File: config.mk
export PLATFORM = sky130hd
export DESIGN_NAME = seq_detect_1010
export DESIGN_NICKNAME = d
export VERILOG_FILES = /design/src/rtl/seq_detect_pkg.sv /design/src/rtl/seq_detect_1010.sv
export SDC_FILE = /design/constraint.sdc
export NUM_CORES = 1
export LEC_CHECK = 0
export ABC_AREA = 1
export BUFFER_PORTS_ARGS = -buffer_cell sky130_fd_sc_hd__buf_2
export CORE_AREA = 2 2 39 41
export CTS_CLUSTER_SIZE = 14
export DETAILED_ROUTE_END_ITERATION = 8
export DIE_AREA = 0 0 41 43
export SYNTH_ARGS = -nofsm -noshare
export SYNTH_HDL_FRONTEND = slang
export SYNTH_SLANG_ARGS = --single-unit
File: constraint.sdc
create_clock -name clk -period 0.8 [get_ports clk]
set_input_delay 0.16 -clock clk [delete_from_list [all_inputs] [get_ports clk]]
set_output_delay 0.16 -clock clk [all_outputs]
set_load 0.05 [all_outputs]
File: src/rtl/seq_detect_pkg.sv
// Shared types for the 1010 serial pattern detector.
package seq_detect_pkg;

  typedef enum logic [2:0] {
    IDLE,
    S1,
    S10,
    S101,
    S1010
  } state_t;

  localparam logic [3:0] PATTERN = 4'b1010;

endpackage

File: src/rtl/seq_detect_1010.sv
// Moore FSM flagging every (overlapping) occurrence of 1-0-1-0 on a serial input.
// State names record the longest matched prefix of the pattern.
module seq_detect_1010
  import seq_detect_pkg::*;
(
  input  logic clk,
  input  logic resetn,
  input  logic din,
  output logic dout
);

  state_t state;
  state_t state_next;

  always_ff @(posedge clk or negedge resetn) begin
    if (!resetn) begin
      state <= IDLE;
    end else begin
      state <= state_next;
    end
  end

  // S1010 on a 1 falls back to S101 so the trailing "10" starts the next match.
  always_comb begin
    state_next = state;
    case (state)
      IDLE:    state_next = din ? S1   : IDLE;
      S1:      state_next = din ? S1   : S10;
      S10:     state_next = din ? S101 : IDLE;
      S101:    state_next = din ? S1   : S1010;
      S1010:   state_next = din ? S101 : IDLE;
      default: state_next = IDLE;
    endcase
  end

  always_comb begin
    dout = (state == S1010);
  end

endmodule

# == Yosys cells after proc, flatten, opt, wreduce, memory -nomap -nowiden ==
# Index checks and enable logic that the tools add are counted.
# op_classes
reduce_logical,2
n_eq_ne,4
mux,5
# op_table
cell,count
$pmux 3 s4,1
$eq 3x2->1 const B,2
$mux 2,2
$eq 3x1->1 const B,1
$eq 3x3->1 const B,1
$logic_not 3->1,1
$mux 3,1
$reduce_or 2->1,1
$mux 1,1
# word_totals
out_inout_bits,1
inputBits,3
register_bits,3
elab_cells,12

# == Depth between registers and ports, before layout ==
# logic_depth
word_depth,3
mapped_depth,5
ltp_nobuf,5

# == Worst setup path before layout ==
# No wires, ideal clock.
# synth_timing
path_type,reg-to-output
from,reg state[1]
to,out dout
path_stages_with_launch,2
path_buffers,0
arrival_time_ns,1.494
path_slack_ns,-0.854
t_required_ns,0.640
cell_sequence,dfrtp_1 > nor3_1
# synth_between
elab_chain_len,1
# synth_rtl
item,line,text
from (decl),seq_detect_1010.sv:12,state_t state;
from (signal assigned),seq_detect_1010.sv:19,state <= state_next;
$eq 3x3->1,seq_detect_1010.sv:37,dout = (state == S1010);
to (decl),seq_detect_1010.sv:9,output logic dout
# No other way between the ends.

# == Final worst setup path ==
# layout_timing
from,reg state[2]
to,out dout
# The elaborated chain is that of the path after synthesis.

==> impl_metrics.ini <==
[synth]
ys.flop_type = dfrtp_1
synth_area_leaders = dfrtp_1 (55%), nand2_1 (8.3%), nand3_1 (7.3%)
synth_top_area_cell = dfrtp_1
yosysUniqueCellTypes = 10
synth_commonest_cells = dfrtp_1 (3), nand2_1 (3), inv_1 (2), nand3_1 (2)
yosys_warnings = 0
async_flop_share = 1.00
synth_top_area_share = 0.550
synth_seq_cells = 3
synth_edf_count = 0
synth_area_um2 = 136
syn_nets = 19
syn_area_per_cell_um2 = 8.52
seq_area_frac_synth = 0.550
syn_inst = 16

[sta]
min_period_over_period = 1.44
hold_viol_final = 0
fmax_ghz = 0.871
tightest_slew_ns = 0.143
rsz0062_at_grt = true
slew_viol_final = 0
period_minus_slack_ns = 1.15
slew-limit-headroom = 0.904
setup_violations = 4
fin_worst_skew_ns = 0.00157
fin_ws_ns = -0.349

[worst_setup_path]
start_kind = flip-flop
crit_cells = 3
worstPathCellList = inv_2, nor3_4, buf_6
path_class = reg -> out
worstPathMaxFanout = 2
r2r_slack_ns = -0.20
slowest_stage = dfrtp_1
cp-endpoint = dout
required_ns = 0.64
reg2reg_depth = 4
slowest_delay_ns = 0.35
crit_path_end_kind = output pin
crit_arrival_ns = 0.99
reg2reg_from = state[0]
cp_num_buf_inv = 2
cp_top_family = flip-flops
startpoint = state[2]
r2r_end = state[0]

[worst_hold_path]
worstHoldPathType = in -> reg

[run_status]
outcome = finished with violations
violations = setup timing

[clocking]
htree_num_levels = 1
numCtsBuffers = 3
clkTransAtPathRegs_ns = 0.04
cts-root-buf = clkbuf_4
clock_latency_ns = 0.23
clkSinkCount = 3
tritoncts = built
clockBufferDepth = 2

[final_layout]
final_cell_area_um2 = 259
top_register = state
reg_top3 = state: 3 flops
syn_to_final_growth_pct = 89.9
postLayoutCoreUtil = 0.187
nNetsFinal = 32
drive_above_1_share = 0.500
largest_reg_flops = 3
fin_cells = 44
antenna_cells = 0

[power]
powerDensity_nw_per_um2 = 2000
power_mw = 0.517
vdd_ir_drop_max_mv = 0.371
p_leak_nw = 0.130

[placed_design]
dp_slack_ns = -0.181
placed_area_um2 = 205
gp_congestion = 0.623
dp.cells = 38
io_buffers = 3
hpwl_um = 225

[detailed_routing]
via_count = 151
drt.antenna.violating_nets = 0
wire_per_inst_um = 6.66
first_iter_violations = 6
wl_met1_um = 126
drt_first_pass_iters = 4
drt_wl_total_um = 293
drc = 0
maxUsedRoutingLayer = met3
wl_met2_um = 159
wl_met3_um = 7
via_per_inst = 3.43

[grt]
antenna_found_initial = 0
grt_pass1_vias = 141
grt-ovfl-total = 0
grt_usage = 0.0481
grt_pass1_wl_um = 455
grt_max_degree = 5

[die]
core_area_um2 = 1380
die_width_um = 41
start_util = 0.0986
die_y_um = 43
die_area_um2 = 1760
io_pins = 4
rows = 14

[job]
drv_cap = 0
## what timing repair did
item / in CTS / in global routing
setup endpoints to repair: 4 / 4
setup buffers: 1 / 0
gates resized for setup: 3 / 0
endpoints found under the hold margin: 3 / 0
hold buffers: 1 / 0
## metrics by stage
step,setup TNS [ns],hold slack (ns)
finish,-0.926,0.203
global route,-1.16,0.207
CTS,-0.963,0.195
detailed placement,-0.494,-0.0439
global placement,-0.449,-0.0448
floorplan,-0.232,-0.136
## layer usage
metal,track usage,vias up
met5,0,-
met2,0.0594,2
met1,0.0256,74
met3,0.0471,0
met4,0.0800,0
li1,-,75
## layout by cell type (no fill, tap or decap)
master / synthesis / final
nor3_4: 0 / 1
clkbuf_1: 0 / 1
and2_1: 1 / 1
o21ai_1: 1 / 1
inv_2: 1 / 2
buf_4: 0 / 3
buf_2: 0 / 2
inv_1: 2 / 1
clkbuf_4: 0 / 3
dfrtp_1: 3 / 3
nor2_2: 1 / 1
and3_1: 1 / 1
buf_6: 0 / 2
nand3_1: 2 / 2
nand2_1: 3 / 3
dlygate4sd3_1: 0 / 1
## tightest hold or removal path, cell delays in order
cell and delay [ns]:
buf_2 0.11, nand3_1 0.07, nand2_1 0.06
## kinds of logic after synthesis
kind of cell	count (synthesis)	share of synthesized area
AOI/OAI and AO/OA	1	0.0367
buffers and inverters	3	0.0826
DFF	3	0.550
and+or+nand+nor	9	0.330
## worst min path at each step
stage	start	endpoint	slack, ns	cells after the start
final	din	state[1]	0.20	3
after global routing	din	state[0]	0.21	2
after CTS	din	state[0]	0.19	2
after detailed placement	resetn	state[0]	-0.04	1
after global placement	resetn	state[0]	-0.04	1
after floorplan	resetn	state[0]	-0.14	0
## power breakdown
group	switching, mW	internal, mW	total [mW]
sequential	0.0113	0.164	0.176
clock	0.0760	0.187	0.263
combinational	0.0366	0.0421	0.0787
total	0.124	0.393	0.517
## cell type report
type,instances,area [µm²]
fillers,165,1120
flip-flops and latches,3,75.1
repair buffers,8,65.1
multi-input cells,10,61.3
clock buffers,4,26.3
well taps,16,20.0
inverters,3,11.3
Power figures use the tool's default switching activity.
